<file path="config.mk">
export PLATFORM = sky130hd
export DESIGN_NAME = ssd1306_spi_arbiter
export DESIGN_NICKNAME = d
export VERILOG_FILES = /design/src/rtl/ssd1306_spi_arbiter.sv
export SDC_FILE = /design/constraint.sdc
export NUM_CORES = 1
export LEC_CHECK = 0
export CAP_MARGIN = 20
export CORE_ASPECT_RATIO = 0.9
export CORE_UTILIZATION = 55
export DETAILED_ROUTE_END_ITERATION = 12
export DONT_BUFFER_PORTS = 1
export HOLD_SLACK_MARGIN = 0.05
export PLACE_DENSITY = 0.7
export SLEW_MARGIN = 25
export SYNTH_ARGS = -nofsm -noshare
export SYNTH_HDL_FRONTEND = slang
export SYNTH_SLANG_ARGS = --single-unit
</file>
<file path="constraint.sdc">
create_clock -name clk_50M -period 2.3 [get_ports clk_50M]
set_input_delay 0.575 -clock clk_50M [delete_from_list [all_inputs] [get_ports clk_50M]]
set_output_delay 0.575 -clock clk_50M [all_outputs]
set_load 0.005 [all_outputs]
</file>
<file path="src/rtl/ssd1306_spi_arbiter.sv">
// ---------------------------------------------------------------------------
// ssd1306_spi_arbiter
//   Shares the single 8-bit SPI master driving the SSD1306 OLED between the
//   command sequencer (init/addressing/contrast) and the pixel streamer
//   (GDDRAM data). Owns the oled_dc pin, locks the SPI master for a whole
//   packet and spaces writes on spi_done.
//
// Parameters
//   DC_SETUP     cycles oled_dc is stable before the first spi_wr of a packet
//   TIMEOUT_CYC  cycles allowed in WAIT for spi_done before the packet aborts
//   MAX_CMD_PKTS consecutive cmd grants tolerated while pix_req is pending
//                (starvation guard only)
//
// Build option
//   STARVE_GUARD_EN  when defined, pix is forced through after MAX_CMD_PKTS
//                    back-to-back cmd grants; otherwise cmd always wins.
//
// Ports
//   clk_50M, rst_n                 clock, async active-low reset
//   cmd_req/byte/dc/last, cmd_ack  command requester handshake
//   pix_req/byte/last, pix_ack     pixel requester handshake (D/C always 1)
//   spi_wr, spi_data, spi_done     SPI master strobe, byte, completion pulse
//   oled_dc                        D/C pin to the panel
//   owner                          00 none, 01 cmd, 10 pix
//   timeout_err                    1-cycle pulse on SPI timeout abort
// ---------------------------------------------------------------------------
module ssd1306_spi_arbiter #(
    parameter int DC_SETUP     = 2,
    parameter int TIMEOUT_CYC  = 65535,
    parameter int MAX_CMD_PKTS = 4
) (
    input  logic       clk_50M,
    input  logic       rst_n,
    input  logic       cmd_req,
    input  logic [7:0] cmd_byte,
    input  logic       cmd_dc,
    input  logic       cmd_last,
    output logic       cmd_ack,
    input  logic       pix_req,
    input  logic [7:0] pix_byte,
    input  logic       pix_last,
    output logic       pix_ack,
    output logic       spi_wr,
    output logic [7:0] spi_data,
    input  logic       spi_done,
    output logic       oled_dc,
    output logic [1:0] owner,
    output logic       timeout_err
);

    localparam logic [2:0] S_IDLE  = 3'd0;
    localparam logic [2:0] S_SETUP = 3'd1;
    localparam logic [2:0] S_LOAD  = 3'd2;
    localparam logic [2:0] S_WAIT  = 3'd3;
    localparam logic [2:0] S_HOLD  = 3'd4;

    localparam logic [1:0] OWN_NONE = 2'b00;
    localparam logic [1:0] OWN_CMD  = 2'b01;
    localparam logic [1:0] OWN_PIX  = 2'b10;

    if (DC_SETUP < 1 || TIMEOUT_CYC < 1 || TIMEOUT_CYC > 65535 ||
        MAX_CMD_PKTS < 1 || MAX_CMD_PKTS > 7) begin : g_param_check
        $error("ssd1306_spi_arbiter: parameter out of range");
    end

    logic [2:0]  state_q, state_d;
    logic [1:0]  owner_q, owner_d;
    logic        dc_q, dc_d;
    logic [15:0] cnt_q, cnt_d;      // shared: SETUP spacing and WAIT timeout
    logic        last_q, last_d;
    logic        wr_q, wr_d;
    logic [7:0]  data_q, data_d;
    logic        cack_q, cack_d;
    logic        pack_q, pack_d;
    logic        tmo_q, tmo_d;

    logic        pick_pix;
    logic        own_req;
    logic [7:0]  own_byte;
    logic        own_last;
    logic        do_load;

    assign own_req  = (owner_q == OWN_CMD) ? cmd_req  : pix_req;
    assign own_byte = (owner_q == OWN_CMD) ? cmd_byte : pix_byte;
    assign own_last = (owner_q == OWN_CMD) ? cmd_last : pix_last;

`ifdef STARVE_GUARD_EN
    logic [2:0] starve_q, starve_d;

    // Pix wins a tie only once cmd has taken MAX_CMD_PKTS grants in a row
    // while pix was already waiting.
    assign pick_pix = pix_req && (!cmd_req || starve_q == 3'(MAX_CMD_PKTS));

    always_comb begin
        starve_d = starve_q;
        if (state_q == S_IDLE && (cmd_req || pix_req)) begin
            if (pick_pix)     starve_d = 3'd0;
            else if (pix_req) starve_d = starve_q + 3'd1;
            else              starve_d = 3'd0;
        end
    end

    always_ff @(posedge clk_50M or negedge rst_n) begin
        if (!rst_n) starve_q <= 3'd0;
        else        starve_q <= starve_d;
    end
`else
    assign pick_pix = pix_req && !cmd_req;
`endif

    always_comb begin
        state_d = state_q;
        owner_d = owner_q;
        dc_d    = dc_q;
        cnt_d   = cnt_q;
        last_d  = last_q;
        wr_d    = 1'b0;
        data_d  = data_q;
        cack_d  = 1'b0;
        pack_d  = 1'b0;
        tmo_d   = 1'b0;
        do_load = 1'b0;

        case (state_q)
            S_IDLE: begin
                if (cmd_req || pix_req) begin
                    state_d = S_SETUP;
                    cnt_d   = 16'd0;
                    owner_d = pick_pix ? OWN_PIX : OWN_CMD;
                    dc_d    = pick_pix ? 1'b1 : cmd_dc;
                end
            end
            S_SETUP: begin
                // Spacing counts from the grant edge, so the first write
                // lands DC_SETUP+1 cycles after it. An owner that has
                // dropped req by then is simply waited for.
                if (cnt_q == 16'(DC_SETUP)) begin
                    if (own_req) do_load = 1'b1;
                end else begin
                    cnt_d = cnt_q + 16'd1;
                end
            end
            S_LOAD: begin
                state_d = S_WAIT;
                cnt_d   = 16'd0;
            end
            S_WAIT: begin
                if (spi_done) begin
                    if (last_q) begin
                        state_d = S_IDLE;
                        owner_d = OWN_NONE;
                    end else if (own_req) begin
                        do_load = 1'b1;
                    end else begin
                        state_d = S_HOLD;
                    end
                end else if (cnt_q == 16'(TIMEOUT_CYC - 1)) begin
                    state_d = S_IDLE;
                    owner_d = OWN_NONE;
                    tmo_d   = 1'b1;
                end else begin
                    cnt_d = cnt_q + 16'd1;
                end
            end
            S_HOLD: begin
                if (own_req) do_load = 1'b1;
            end
            default: begin
                state_d = S_IDLE;
                owner_d = OWN_NONE;
            end
        endcase

        // Strobe, byte and ack are registered on the edge entering LOAD so
        // all three appear together for exactly the LOAD cycle.
        if (do_load) begin
            state_d = S_LOAD;
            wr_d    = 1'b1;
            data_d  = own_byte;
            last_d  = own_last;
            cack_d  = (owner_q == OWN_CMD);
            pack_d  = (owner_q == OWN_PIX);
        end
    end

    always_ff @(posedge clk_50M or negedge rst_n) begin
        if (!rst_n) begin
            state_q <= S_IDLE;
            owner_q <= OWN_NONE;
            dc_q    <= 1'b0;
            cnt_q   <= 16'd0;
            last_q  <= 1'b0;
            wr_q    <= 1'b0;
            data_q  <= 8'd0;
            cack_q  <= 1'b0;
            pack_q  <= 1'b0;
            tmo_q   <= 1'b0;
        end else begin
            state_q <= state_d;
            owner_q <= owner_d;
            dc_q    <= dc_d;
            cnt_q   <= cnt_d;
            last_q  <= last_d;
            wr_q    <= wr_d;
            data_q  <= data_d;
            cack_q  <= cack_d;
            pack_q  <= pack_d;
            tmo_q   <= tmo_d;
        end
    end

    assign cmd_ack     = cack_q;
    assign pix_ack     = pack_q;
    assign spi_wr      = wr_q;
    assign spi_data    = data_q;
    assign oled_dc     = dc_q;
    assign owner       = owner_q;
    assign timeout_err = tmo_q;

endmodule

</file>
==> impl_metrics.toml <==
[detailed_routing]
drtPass1Iterations = 4
ant_nets = 0
avgRoutedWirePerCell_um = 18.7
wl_um = 4920
via_per_inst = 6.95
drc = 0
drt_iter0_markers = 208
num_vias = 1828

[global_route]
grt_start_max_net_pins = 36
grt_pass1_wl_um = 7730
first_global_vias = 1608
grt_overflow = 0
grt_use_total_pct = 26.2
grt_antenna_before_repair = 0

[layout]
nNetsFinal = 244
final_cells = 263
final_common_cell = "dfrtp_1"
n_antenna_cell = 0
fillCellCount = 277
syn2layout_area_growth_pct = 7.05
layout_common_cells = "dfrtp_1 (35), a21oi_1 (29), nand2_1 (13), o31ai_1 (13)"
layout-drive-gt1-share_pct = 15.1
utilization_pct = 64.0

[timing]
tns_ns = 0
rsz0062_at_grt = "no"
max_slew_margin_pct = 64.9
final.period_utilization_pct = 92.3
fmax_mhz = 471
fin_ws_ns = 0.178
slew_violations = 0
worstMarginPinSlew_ns = 0.526
setup_viol = 0
final-hold-violation-count = 0
min_period_ns = 2.12
finalClockSkew_ns = 0.00682

[die]
num_rows = 20
ios = 39
core-area_um2 = 3500
die_area_um2 = 4060
die_h_um = 60.5
chipWidth_um = 67.0
initial_core_util_pct = 59.8

[critical_path]
cp-end-kind = "flip-flop"
path_class = "reg2reg"
arrival_ns = 2.34
critPathLaunch = "cnt_q[1]$_DFFE_PN0P_"
rrSetupSlack_ns = 0.18
worstPathRequired_ns = 2.52
reg2regPathDepth = 7
r2r_start = "cnt_q[1]$_DFFE_PN0P_"
crit_fanout = 24
regToRegEndpoint = "cnt_q[11]$_DFFE_PN0P_"
cp-start-kind = "flip-flop"
endpoint = "cnt_q[11]$_DFFE_PN0P_"

[clocking]
cts_buffer_depth = 2
htree_levels = 2
cts_root_buf = "clkbuf_8"
cts_resized = 0
cts_num_sinks = 35
cts_buffers = 5
clock_latency_ns = 0.29
cts_setup_buffers = 0
clk_pin_slew_worst_paths_ns = 0.07
cts_tree = "built"

[logic_synthesis]
synth_ff_type = "dfrtp_1"
syn_area_um2 = 2090
synth_seq_cells = 35
avgSynthCellArea_um2 = 9.69
syn_inst = 216
yosysSeqAreaShare_pct = 41.8
synth_cell_types = 53
synth_fp_nets = 242
synthArstFlopShare_pct = 100
yosys_warnings = 0
synth-edff-count = 0

[power]
p_int_w = 0.00146
power_w = 0.00241
swShare_pct = 39.1
ir_drop_uv = 637
p_switching_w = 0.000941
p_per_area_nw_per_um2 = 1070
clkPwrFrac_pct = 24.0
combinationalPowerShare_pct = 37.3
seqPwrFrac_pct = 38.7
p_leak_nw = 0.941

[job]
drv_cap = 0

[outcome]
status = "finished, final reports clean"

[min_path]
hp-class = "in2async"

[placed_design]
dp_cells = 254
hpwlAfterDp_um = 3470
gp_congestion = 0.951
io_buffers = 0
dp_slack_ns = 0.211
area by class of cell:
cell class / count / area, µm² / area share (%)
multi-input combinational: 164 / 1100 / 49.3
sequential: 35 / 876 / 39.1
clock buffer: 6 / 82.6 / 3.69
timing repair buffer: 8 / 72.6 / 3.24
tap: 44 / 55.1 / 2.46
clock inverter: 2 / 35.0 / 1.56
inverter: 4 / 15.0 / 0.670
cell usage after synthesis, types with 3 or more instances:
library cell,n,area share [%]
mux2i_1,10,4.8
o21ai_0,10,2.4
a21oi_1,29,6.9
nor2b_1,3,0.90
nand4_1,5,1.5
buf_6,4,2.2
clkbuf_1,4,0.72
nand2_1,13,2.3
nand3_1,8,1.9
dfrtp_1,35,42
nor4_1,3,0.90
or4_2,4,1.7
o31ai_1,13,4.7
nor3_1,3,0.72
inv_1,4,0.72
and3_1,4,1.2
a31oi_1,3,0.90
a21oi_2,4,1.7
nor2_1,8,1.4
metrics by stage:
| step | hold slack (ns) | cell area, µm² |
|---|---|---|
| after floorplan | 0.279 | 2090 |
| after global placement | 0.280 | 2100 |
| after detailed placement | 0.280 | 2100 |
| after CTS | 0.112 | 2240 |
| after global routing | 0.116 | 2240 |
| final | 0.101 | 2240 |
flip-flops by register name, indices dropped and copies added (netlist names):
| signal | flops |
|---|---|
| cmd_ack | 1 |
| cnt_q | 16 |
| state_q | 3 |
| spi_data | 8 |
| pix_ack | 1 |
| owner | 2 |
| oled_dc | 1 |
| spi_wr | 1 |
| last_q | 1 |
| timeout_err | 1 |
power groups by stage:
stage               combinational, W  sequential (W)  clock [W]
floorplan                   0.000695        0.000903          0
global placement            0.000817        0.000933          0
detailed placement          0.000865        0.000936          0
CTS                         0.000889        0.000929   0.000588
global route                0.000981        0.000955   0.000611
finish                      0.000896        0.000931   0.000578
worst min-delay path by stage:
stage / slack, ns / to
after detailed placement: 0.28 / cnt_q[7]$_DFFE_PN0P_
after global routing: 0.12 / cnt_q[10]$_DFFE_PN0P_
after CTS: 0.11 / cnt_q[10]$_DFFE_PN0P_
final: 0.10 / cnt_q[12]$_DFFE_PN0P_
after global placement: 0.28 / cnt_q[10]$_DFFE_PN0P_
after floorplan: 0.28 / cmd_ack$_DFF_PN0_
kinds of logic (layout without fill, tap and decap cells):
| kind of cell | Yosys count | after routing | share of synthesized area (%) |
|---|---|---|---|
| AO/OA/AOI/OAI | 78 | 78 | 24.5 |
| adder cells (fa/ha/maj) | 2 | 2 | 1.20 |
| buffers and inverters | 17 | 20 | 5.38 |
| flip-flops | 35 | 35 | 41.8 |
| multiplexers | 11 | 11 | 5.32 |
| AND/OR/NAND/NOR | 73 | 73 | 21.8 |
routing by layer:
metal	part of all wire (%)	GRT usage (%)	wire length, µm
met5	0	0	0
met4	1.5	10.6	74
met3	6.7	5.45	331
met2	46	38.7	2260
met1	46	37.4	2260
worst max-delay path, stage by stage (launching register included):
cell,delay [ns]
dfrtp_1,0.44
ha_1,0.24
nor4b_1,0.16
nand3_1,0.15
o21ai_2,0.06
buf_4,0.20
or4_2,0.64
a21oi_2,0.16
repair_timing:
action                                 4_1_cts  5_1_grt
endpoints found under the hold margin       35        0
setup endpoints to repair                    0        0
hold buffers                                 1        0
Note: power is estimated with default switching activity, not from simulation.
